==> config.mk <==
export PLATFORM = sky130hd
export DESIGN_NAME = seg7_reader_flat
export DESIGN_NICKNAME = d
export VERILOG_FILES = /design/src/rtl/seg7_reader_if.sv /design/src/rtl/seg7_reader.sv /design/src/flat_wrapper.sv
export SDC_FILE = /design/constraint.sdc
export NUM_CORES = 1
export LEC_CHECK = 0
export ABC_CLOCK_PERIOD_IN_PS = 3900
export CAP_MARGIN = 20
export CORE_MARGIN = 4
export CORE_UTILIZATION = 40
export DETAILED_ROUTE_END_ITERATION = 7
export PLACE_DENSITY = 0.73
export SLEW_MARGIN = 25
export SYNTH_ARGS = -nofsm -noshare
export SYNTH_HDL_FRONTEND = slang
export SYNTH_SLANG_ARGS = --single-unit
==> constraint.sdc <==
create_clock -name clk -period 3.9 [get_ports clk]
set_input_delay 0.78 -clock clk [delete_from_list [all_inputs] [get_ports clk]]
set_output_delay 0.78 -clock clk [all_outputs]
set_load 0.02 [all_outputs]
==> src/rtl/seg7_reader_if.sv <==
// Segment/digit scan bus into seg7_reader and the recovered digit codes out of it.
interface seg7_reader_if;
    logic [0:7]  SEG;
    logic [3:0]  DIG;
    logic [11:0] CODE;
    logic [3:0]  VAL;
    logic [3:0]  ERR;
    logic        UPD;

    modport master (output SEG, DIG, input CODE, VAL, ERR, UPD);
    modport slave  (input SEG, DIG, output CODE, VAL, ERR, UPD);
endinterface

==> src/rtl/seg7_reader.sv <==
// Recovers 3-bit digit codes from a multiplexed 7-segment scan after STABLE identical samples.
// Optional macro SEG7_READER_DP_CHECK_EN: a capture is legal only when the dp segment is lit.
module seg7_reader #(
    parameter int unsigned STABLE = 4
) (
    input logic          clk,
    input logic          rst,
    seg7_reader_if.slave bus
);
    localparam logic [7:0] StableCnt = 8'(STABLE);

    logic [0:7]  r_seg;
    logic [3:0]  r_dig;
    logic [7:0]  r_cnt;
    logic [11:0] r_code;
    logic [3:0]  r_val;
    logic [3:0]  r_err;
    logic [3:0]  r_seen;
    logic        r_upd;

    logic       w_onehot;
    logic       w_same;
    logic [7:0] w_cnt_d;
    logic       w_capture;
    logic [6:0] w_seg7;
    logic       w_legal_pat;
    logic       w_legal;
    logic [2:0] w_code;
    logic [3:0] w_seen_nxt;

    assign w_onehot   = (bus.DIG != 4'd0) && ((bus.DIG & (bus.DIG - 4'd1)) == 4'd0);
    assign w_same     = (bus.SEG == r_seg) && (bus.DIG == r_dig);
    assign w_seg7     = bus.SEG[0:6];
    assign w_seen_nxt = r_seen | bus.DIG;

    always_comb begin
        w_cnt_d = r_cnt;
        if (!w_onehot) begin
            w_cnt_d = 8'd0;
        end else if (!w_same) begin
            w_cnt_d = 8'd1;
        end else if (r_cnt < StableCnt) begin
            w_cnt_d = r_cnt + 8'd1;
        end
    end

    // Capture only on the edge the count reaches STABLE; a saturated count never re-captures.
    assign w_capture = w_onehot && (w_cnt_d == StableCnt) && (!w_same || (r_cnt != StableCnt));

    always_comb begin
        w_legal_pat = 1'b1;
        w_code      = 3'd0;
        case (w_seg7)
            7'b1111110: w_code = 3'd0;
            7'b0110000: w_code = 3'd1;
            7'b1101101: w_code = 3'd2;
            7'b1111001: w_code = 3'd3;
            7'b0110011: w_code = 3'd4;
            7'b1011011: w_code = 3'd5;
            7'b1011111: w_code = 3'd6;
            7'b1110000: w_code = 3'd7;
            default:    w_legal_pat = 1'b0;
        endcase
    end

`ifdef SEG7_READER_DP_CHECK_EN
    assign w_legal = w_legal_pat & bus.SEG[7];
`else
    assign w_legal = w_legal_pat;
`endif

    always_ff @(posedge clk or posedge rst) begin
        if (rst) begin
            r_seg  <= '0;
            r_dig  <= '0;
            r_cnt  <= '0;
            r_code <= '0;
            r_val  <= '0;
            r_err  <= '0;
            r_seen <= '0;
            r_upd  <= 1'b0;
        end else begin
            r_seg <= bus.SEG;
            r_dig <= bus.DIG;
            r_cnt <= w_cnt_d;
            r_upd <= 1'b0;
            if (w_capture) begin
                for (int d = 0; d < 4; d++) begin
                    if (bus.DIG[d]) begin
                        r_code[3*d +: 3] <= w_legal ? w_code : 3'd0;
                        r_val[d]         <= 1'b1;
                        r_err[d]         <= !w_legal;
                    end
                end
                if (w_seen_nxt == 4'hF) begin
                    r_upd  <= 1'b1;
                    r_seen <= 4'd0;
                end else begin
                    r_seen <= w_seen_nxt;
                end
            end
        end
    end

    assign bus.CODE = r_code;
    assign bus.VAL  = r_val;
    assign bus.ERR  = r_err;
    assign bus.UPD  = r_upd;
endmodule

==> src/flat_wrapper.sv <==
// flat-port wrapper written by rule: the top's interface ports become plain ports
module seg7_reader_flat 
#(
    parameter int unsigned STABLE = 4
)
  (clk, rst, bus_SEG, bus_DIG, bus_CODE, bus_VAL, bus_ERR, bus_UPD);
  seg7_reader_if bus_i ();
  input logic clk;
  input logic rst;
  input wire logic [$bits(bus_i.SEG)-1:0] bus_SEG;
  input wire logic [$bits(bus_i.DIG)-1:0] bus_DIG;
  output wire logic [$bits(bus_i.CODE)-1:0] bus_CODE;
  output wire logic [$bits(bus_i.VAL)-1:0] bus_VAL;
  output wire logic [$bits(bus_i.ERR)-1:0] bus_ERR;
  output wire logic [$bits(bus_i.UPD)-1:0] bus_UPD;
  assign bus_i.SEG = bus_SEG;
  assign bus_i.DIG = bus_DIG;
  assign bus_CODE = bus_i.CODE;
  assign bus_VAL = bus_i.VAL;
  assign bus_ERR = bus_i.ERR;
  assign bus_UPD = bus_i.UPD;
  seg7_reader #(.STABLE(STABLE)) u_core (.clk(clk), .rst(rst), .bus(bus_i));
endmodule
### Word level (Yosys, flattened, before mapping)

Cells that the tools add are included.
W data, S select, Z words.

* output and inout bits: 21
* register bits after elaboration: 45
* bits of input ports: 14
* logic and storage cells: 58

* eq/ne operators: 13
* add/subtract/negate cells: 2
* mux-type cells: 9
* magnitude comparators: 1
* reductions and logical operators: 14
* bitwise operators: 2

Operators with widths (count)
* $eq A7 B7 Y1 const B: 6
* $mux W8: 3
* $pmux W3 S7: 1
* $eq A7 B6 Y1 const B: 2
* $add A8 B1 Y8 const B: 1
* $eq A8 B3 Y1 const B: 1
* $eq A8 B8 Y1: 1
* $lt A8 B3 Y1 const B: 1
* $ne A8 B3 Y1 const B: 1
* $reduce_and A2 Y1: 4
* $reduce_or A8 Y1: 1
* $and A4 B4 Y4: 1
* $eq A4 B4 Y1: 1
* $eq A4 B4 Y1 const B: 1
* $logic_and A1 B1 Y1: 4
* $logic_not A4 Y1: 1
* $mux W4: 1
* $or A4 B4 Y4: 1
* $reduce_bool A4 Y1: 1
* $sub A4 B1 Y4 const B: 1
* $mux W1: 3
* $mux W3: 1
* $logic_not A1 Y1: 2
* $logic_or A1 B1 Y1: 1

### Depth between registers and ports, before layout

* depth in word-level cells: 9
* depth in mapped cells: 7
* gate-level depth less buffers: 7

### Worst setup path before layout

No wires, ideal clock.

* kind: input to register
* start point: input bus_DIG[3]
* end point: register u_core.r_code[3], in the netlist u_core.bus.CODE[3]
* path buffers: 1
* setup time: 0.125 ns
* stages: 6
* data required time: 3.775 ns
* data arrival time: 2.227 ns
* setup slack: 1.548 ns
* path through: clkbuf_1 > xnor2_1 > nand4_1 > nor4_4 > nand4b_1 > mux2_2

* longest elaborated chain between the ends: 9
* elaborated cells on any way between the ends: 15
* classes of those cells: add/sub: 1; eq/ne: 2; mux: 2; bitwise: 1; reduce/logical: 9

RTL lines
* start, declared: RTL line flat_wrapper.sv:11 `input wire logic [$bits(bus_i.DIG)-1:0] bus_DIG;`
* $sub A4 B1 Y4: RTL line seg7_reader.sv:31 `assign w_onehot = (bus.DIG != 4'd0) && ((bus.DIG & (bus.DIG - 4'd1)) == 4'd0);`
* $and A4 B4 Y4: RTL line seg7_reader.sv:31
* $logic_not A4 Y1: RTL line seg7_reader.sv:31
* $logic_and A1 B1 Y1: RTL line seg7_reader.sv:31
* $mux W8: RTL line seg7_reader.sv:38 `if (!w_onehot) begin`
* $eq A8 B3 Y1: RTL line seg7_reader.sv:48 `assign w_capture = w_onehot && (w_cnt_d == StableCnt) && (!w_same || (r_cnt != StableCnt));`
* $logic_and A1 B1 Y1: RTL line seg7_reader.sv:48
* $logic_and A1 B1 Y1 (*): RTL line seg7_reader.sv:48
* $reduce_and A2 Y1 (no line) (*)
* end signal, assigned by index: RTL line seg7_reader.sv:90 `r_code[3*d +: 3] <= w_legal ? w_code : 3'd0;`
* end, declared: RTL line seg7_reader.sv:15 `logic [11:0] r_code;`

Every way passes the cells marked *; elsewhere a longest branch is shown, timed or not.
A chain may end at the register's enable or synchronous reset.

### Worst setup path in the final report

* start point: input bus_SEG[2]
* end point: register u_core.r_err[2], in the netlist u_core.bus.ERR[2]

* longest elaborated chain between the ends: 8
* elaborated cells on any way between the ends: 21
* classes of those cells: eq/ne: 10; mux: 3; reduce/logical: 8

RTL lines
* start, declared: RTL line flat_wrapper.sv:10 `input wire logic [$bits(bus_i.SEG)-1:0] bus_SEG;`
* $eq A8 B8 Y1: RTL line seg7_reader.sv:32 `assign w_same = (bus.SEG == r_seg) && (bus.DIG == r_dig);`
* $logic_and A1 B1 Y1: RTL line seg7_reader.sv:32
* $mux W8: RTL line seg7_reader.sv:40 `end else if (!w_same) begin`
* $mux W8: RTL line seg7_reader.sv:38
* $eq A8 B3 Y1: RTL line seg7_reader.sv:48
* $logic_and A1 B1 Y1 (2 in series): RTL line seg7_reader.sv:48
* $reduce_and A2 Y1 (no line)
* end signal, assigned by index: RTL line seg7_reader.sv:92 `r_err[d] <= !w_legal;`
* end, declared: RTL line seg7_reader.sv:17 `logic [3:0] r_err;`

Several ways; a longest one is shown, not always the timed one.

==> impl_results.md <==
- Tmin final: 2.76 ns
- Start-to-end type of the worst setup path: primary input to register
- Maximum clock frequency: 362 MHz
- Number of clock sinks: 45
- Post-cts gate resize count: 0
- Starting density of the core: 0.414
- Post-layout net count: 210
- Synthesized Nets: 172
- Cell area after technology mapping: 1960 sq um
- Leading cell types by total area after synthesis: sky130_fd_sc_hd__dfrtp_1 (58%), sky130_fd_sc_hd__mux2_2 (9.2%), sky130_fd_sc_hd__xnor2_1 (6.7%), sky130_fd_sc_hd__and2_1 (1.6%), sky130_fd_sc_hd__nor2b_1 (1.6%)
- Post-synthesis share of cell area spent on and, or, nand and nor gates: 0.171
- Max-cap violations: 0
- Critical path data required time: 4.08 ns
- CTS max path bufs: 2
- Pwr Density: 378 nW/um^2
- Dominant combinational cell family by area after synthesis: simple AND/OR/NAND/NOR gates
- Outcome: finished clean
- Via count: 1283
- Hold buffer count at CTS: 0
- Switching power of the nets: 0.000188 W
- Number of flops mapped to enable cells by yosys: 0
- Setup skew after layout: 0.00694 ns
- Distinct cell type count after synthesis: 37
- TritonCTS clock tree: built
- Count of pins over their slew limit: 0
- Mux cell area share after synthesis: 0.0972
- Clock power share: 0.427
- Post-Synth Adder-Cell Area: 0.0128
- Clk Tree Root Cell: sky130_fd_sc_hd__clkbuf_8
- # rows: 25
- Width of the chip: 77.9 um
- Sequential fraction of design power: 0.504
- Synth Warn #: 0
- Post-synthesis async set-or-reset flop share: 1.00
- Top cells by count, synth: sky130_fd_sc_hd__dfrtp_1 (45), sky130_fd_sc_hd__mux2_2 (16), sky130_fd_sc_hd__xnor2_1 (15)
- Post-DR wirelength/cell: 13.7 um
- Final Worst Setup Slack: 1.14 ns
- Relative slew slack: 0.594
- Crit path capture type: register
- First-pass iteration count of the detailed router: 4
- Largest voltage drop on the vdd net: 264 uV
- Fill cell count: 413
- Total leakage power: 1.13 nW
- Height of the die: 77.9 um
- Antenna fix cells: 0
- Internal power contribution: 0.000758 W
- Gate count after technology mapping: 156
- Fraction of the yosys area taken by sequential cells: 0.576
- Fraction of met3 tracks used by global routing: 0.0452
- Antenna-violating nets left: 0
- Register bit total from synthesis: 45
- Final number of hold-violating endpoints: 0
- Via count of the first global-routing pass: 1328
- Worst min path class: register to register
- Insertion delay of the later-clocked pin in the worst-skew pair: 0.30 ns
- IO buf count: 34
- Seq. cell area: 1130 sq um
- Most crowded layer after global routing: met2
- Overall routing resource usage: 0.133
- Die area: 6070 sq um
- Multi-input gate area: 785 sq um
- CP startpoint kind: primary input
- Total length of routed wires: 3.60 mm
- Xor/xnor share of the synthesized area: 0.0672
- Overall power of the completed layout: 0.000946 W
- RSZ-0062 raised after global routing: false
- Post-synthesis to final-layout area growth: 28.2%
- Antenna violations before repair: 0
- Number of buffers created by CTS: 5
- Final period utilization: 0.708
- Share of the synthesized area in compound gates (AO/OA/AOI/OAI): 0.0525
- Gate power share: 0.069
- Clock transition at the registers of the reported paths: 0.08 ns
- Top-area cell type share of the netlist area: 0.576
- GRT met1 Usage: 0.187
- Switching share of power: 0.199
- Setup Total Neg Slack: 0 ns
- Most instantiated library cell after synthesis: sky130_fd_sc_hd__dfrtp_1
- Met2 GRT Util: 0.198
- Place WS: 0.820 ns
- Number of setup violations in the final report: 0
- Top FF cell, synth: sky130_fd_sc_hd__dfrtp_1
- Average size of a mapped cell: 12.5 sq um
- Arrival time at the worst endpoint: 2.94 ns
- Aggregate global routing overflow: 0
- Drt initial violations: 21
- Fraction of final layout cells sized beyond drive strength 1: 0.138
- Slew at the pin closest to its max-slew limit: 0.608 ns
- Post-detailed-route via-to-cell ratio: 4.90
- Maximum number of pins on one net before global-route repair: 46
- Core area: 4720 sq um
- Drt drc: 0
- Total half-perimeter wirelength after legalization and detailed placement: 2.52 mm
- Largest fanout on the critical path: 10
- Global-route wire length before repair: 6.40 mm
- Placer congestion estimate: 0.814
- H-tree Lvls: 2
- Post CTS Setup Buffer Count: 0
- Cell type with the highest aggregate area in the netlist: sky130_fd_sc_hd__dfrtp_1
- Ports placed on the boundary: 35
==> cells by family after synthesis <==
kind of cell               Yosys count
AOI/OAI and AO/OA                   16
xor gates and xnor gates            15
adders and majority gates            2
buffers and inverters               12
DFF                                 45
muxes                               17
and+or+nand+nor                     49
==> layer usage <==
layer / routed length, um / vias to the layer above
met1: 1750 / 624
met3: 194 / 5
met2: 1610 / 29
li1: - / 625
met4: 40 / 0
met5: 0 / -
==> through the flow <==
stage	hold WS, ns	cell area (sq um)	utilization	std cells
6_report	0.468	2510	0.531	262
5_1_grt	0.501	2510	0.531	262
4_1_cts	0.477	2510	0.531	262
3_5_place_dp	0.451	2370	0.502	254
3_3_place_gp	0.452	2370	0.502	254
2_1_floorplan	0.454	1960	-	156
==> layout by cell type, fill, tap and decap left out, drive strengths merged, types with 5 or more instances in the layout <==
master         synthesis  routed
nor2b                  5       5
xnor2                 15      15
and2                   5       5
clkdlybuf4s50          0      34
inv                    8       7
nor2                   6       6
dfrtp                 45      45
clkbuf                 4       5
mux2                  16      16
==> worst max-delay path, stage by stage <==
cell	delay, ns
sky130_fd_sc_hd__clkdlybuf4s50_1	0.60
sky130_fd_sc_hd__or4bb_1	0.53
sky130_fd_sc_hd__and3_1	0.17
sky130_fd_sc_hd__o21ai_1	0.36
sky130_fd_sc_hd__nor3b_1	0.20
sky130_fd_sc_hd__mux2_2	0.30
==> power groups by stage <==
stage / Sequential, W / Combinational [W] / Clock [W]
4_1_cts: 0.000477 / 0.0000665 / 0.000411
3_5_place_dp: 0.000487 / 0.0000661 / 0
6_report: 0.000477 / 0.0000649 / 0.000404
2_1_floorplan: 0.000486 / 0.0000384 / 0
5_1_grt: 0.000478 / 0.0000731 / 0.000436
3_3_place_gp: 0.000486 / 0.0000647 / 0
==> cell type report <==
class	instances	share of cell area
Inverter	8	0.0120
Clock inverter	3	0.0260
Sequential cell	45	0.449
Clock buffer	5	0.0275
Tap cell	67	0.0334
Timing Repair Buffer	35	0.139
Multi-Input combinational cell	99	0.313
==> path summary, 6_finish.rpt <==
check	start	to	slack [ns]	cells past startpoint
min in group asynchronous	rst	u_core.bus.VAL[0]	0.91	3
hold / removal	u_core.bus.VAL[3]	u_core.bus.VAL[3]	0.47	1
max in group asynchronous	rst	u_core.r_seg[5]	2.60	3
setup / recovery	bus_SEG[2]	u_core.bus.ERR[2]	1.14	6
hold reg to reg	u_core.bus.VAL[3]	u_core.bus.VAL[3]	0.47	1
setup reg to reg	u_core.r_cnt[0]	u_core.bus.CODE[9]	1.34	7
==> registers in the layout, indices dropped and copies added (netlist names) <==
register and count:
u_core.r_cnt 8, u_core.bus.VAL 4, u_core.r_seen 4, u_core.bus.CODE 12
u_core.bus.ERR 4, u_core.r_seg 8, u_core.bus.UPD 1, u_core.r_dig 4
Note: power is estimated with default switching activity, not from simulation.
==> variant: new RTL, same settings <==
Make the reset (`rst`) synchronous in one clocked block.
--- a/src/rtl/seg7_reader.sv
+++ b/src/rtl/seg7_reader.sv
@@ -71,3 +71,3 @@
 
-    always_ff @(posedge clk or posedge rst) begin
+    always_ff @(posedge clk) begin
         if (rst) begin
Formal check against the unedited RTL: differs if rst is asserted again (counterexample within 10 cycles, from zero or initial values and one cycle with rst high); with rst held inactive, the same outputs for 10 cycles.
==> variant against the unedited design <==
Area after synthesis rose by 2.4%. Sequential power down 1%. Critical endpoint is now u_core.bus.CODE[1]. Sequential cell count unchanged. Wire length is 15% higher. Hold slack got worse by 0.010 ns. Cell area decreased by 1.4%. Critical path depth stayed put. Power decreased by 9.9%. Largest cell class is now multi-input gates. Worst setup slack better by 0.019 ns.
==> variant: results (changes against the unedited design) <==
Run status
  • Run status: finished clean

Synth
  • Synth cell types: 36 (-2.7%)
  • Post-synth top cells: dfxtp_1, nand2b_1, mux2i_1
  • Yosys warning count: 0 (unchanged)
  • FFs w/ async S/R, synth: 0% (-100 points)
  • Main synth FF type: dfxtp_1
  • Sequential fraction of the synthesis area: 45.00% (-13 points)
  • Syn Area/Cell: 9.443 µm² (-25%)
  • Post-synthesis net count: 228 (+33%)
  • Area contributors post-synth: dfxtp_1, mux2i_1, nand2b_1

Setup path
  • FF-to-FF End: u_core.bus.CODE[1]
  • CP Max Fanout: 9 (-1)
  • Length in cells of the worst reg-to-reg path: 7 (unchanged)
  • Worst R2R Start: u_core.r_cnt[0]
  • Crit-path max cell delay: 0.58 ns (-0.02 ns)
  • CP arrival: 2.93 ns (about the same)
  • FF-to-FF setup slack: 1.41 ns (+0.07 ns)
  • CP max stage cell: nor4_4
  • Delay-heaviest family, CP: simple AND/OR/NAND/NOR gates

Global route
  • Global Route Usage Sum: 14.74% (+1.5 points)
  • Largest net degree at the start of global routing: 40 (-13%)
  • First-pass GRT wire length: 7162 µm (+12%)
  • Antenna violations before repair: 0 (unchanged)

Clock network
  • Worst-path clk slew: 0.10 ns (+0.02 ns)
  • Worst-skew pair later-pin latency: 0.31 ns
  • Total CTS buffers: 5 (unchanged)
  • Post-cts sizing count: 0 (unchanged)
  • H-tree depth: 2 (unchanged)
  • CTS Root Cell: clkbuf_8
  • Post-CTS setup repair buffer count: 0 (unchanged)

Hold path
  • Worst Hold Depth: 2 (+1)
  • Hold EP: u_core.r_seen[1]
  • Hold Crit Class: reg -> reg
  • HP Start: u_core.r_seen[1]

Place
  • Routability Congestion: 0.7669 (-5.8%)
  • Post-DP HPWL: 2970 µm (+18%)
  • Placed cell count: 300 (+18%)

Pwr
  • P_leak: 0.9786 nW (-13%)
  • Sw frac: 25.39% (+5.5 points)
  • Peak supply drop: 0.2195 mV (-17%)

Route
  • Pre-antenna DRT Iters: 5 (+1)
  • Iteration-0 DRC Markers: 35 (+67%)
  • Vias post-DR: 1,504 (+17%)
  • Final WL: 4131 µm (+15%)

STA
  • Worst-Margin Slew: 0.6015 ns (-0.006363 ns)
  • Worst Skew: 0.01460 ns (+0.007655 ns)

Final layout
  • Final std cells w/o fill: 308 (+18%)
  • Layout cells sized above 1: 4.979% (-8.9 points)
  • Max reg flops: 12 (unchanged)
  • Fillers: 442 (+7.0%)
  • Diodes inserted: 0 (unchanged)
  • Layout Nets: 256 (+22%)
==> variant: cell count changes after synthesis, sizes merged, moves of 10 or more <==
cell,delta
mux2,-16
mux2i,+17
nor2b,+10
dfxtp,+45
dfrtp,-45
nand2b,+17
==> variant: power groups by stage <==
stage          combinational [mW]  clock [mW]  sequential [mW]
5_1_grt                    0.0805       0.343            0.471
3_3_place_gp               0.0723           0            0.481
4_1_cts                    0.0730       0.321            0.470
6_report                   0.0726       0.309            0.470
2_1_floorplan              0.0506           0            0.480
3_5_place_dp               0.0728           0            0.481
==> variant: cells by family (layout without fill, tap and decap cells) <==
group	Yosys count	in the layout	share of synthesized area (%)
muxes	18	18	9.000
adders and majority gates	2	2	1.250
DFF	45	45	45.00
and+or+nand+nor	85	85	26.25
xor gates and xnor gates	14	14	6.125
AOI/OAI and AO/OA	26	26	7.938
buffers and inverters	22	51	4.437
==> variant: worst max-delay path by stage <==
| stage | from | to | depth (start not counted) |
|---|---|---|---|
| global route | bus_DIG[2] | u_core.r_seen[0] | 6 |
| global placement | bus_DIG[2] | u_core.bus.CODE[1] | 6 |
| detailed placement | bus_DIG[2] | u_core.bus.CODE[1] | 6 |
| CTS | bus_DIG[2] | u_core.bus.CODE[1] | 6 |
| floorplan | bus_SEG[7] | u_core.bus.CODE[3] | 6 |
| finish | bus_DIG[2] | u_core.bus.CODE[1] | 6 |
==> variant: layer usage <==
layer / vias to the layer above / global-route usage, % / wire [µm] / part of all wire [%]
li1: 773 / - / - / -
met5: - / 0 / 0 / 0
met4: 0 / 5.944 / 44 / 1.1
met2: 36 / 23.85 / 1977 / 48
met1: 691 / 17.93 / 1883 / 46
met3: 4 / 4.989 / 225 / 5.4
==> variant: per-stage QoR <==
stage                     worst slack, ns  hold slack, ns  area [µm²]
final                               1.160          0.4576        2470
after global placement             0.8075          0.4334        2375
after detailed placement           0.7982          0.4424        2375
after floorplan                     1.593          0.4245        2002
after CTS                           1.123          0.4594        2470
after global routing               0.9250          0.4768        2470
==> variant: cell type report <==
cell class,instances,share of cell area (%)
well taps,67,3.394
inverters,8,1.216
clock inverters,3,1.064
clock buffers,5,2.786
multi-input cells,145,40.98
repair buffers,35,14.08
flip-flops and latches,45,36.47
==> variant: worst reg2reg max path: stages (launching register included) <==
cell,delay [ns]
dfxtp_1,0.41
inv_1,0.07
ha_1,0.31
nor4bb_1,0.42
o211ai_1,0.20
nor4_4,0.44
nand2b_1,0.33
mux2i_1,0.19
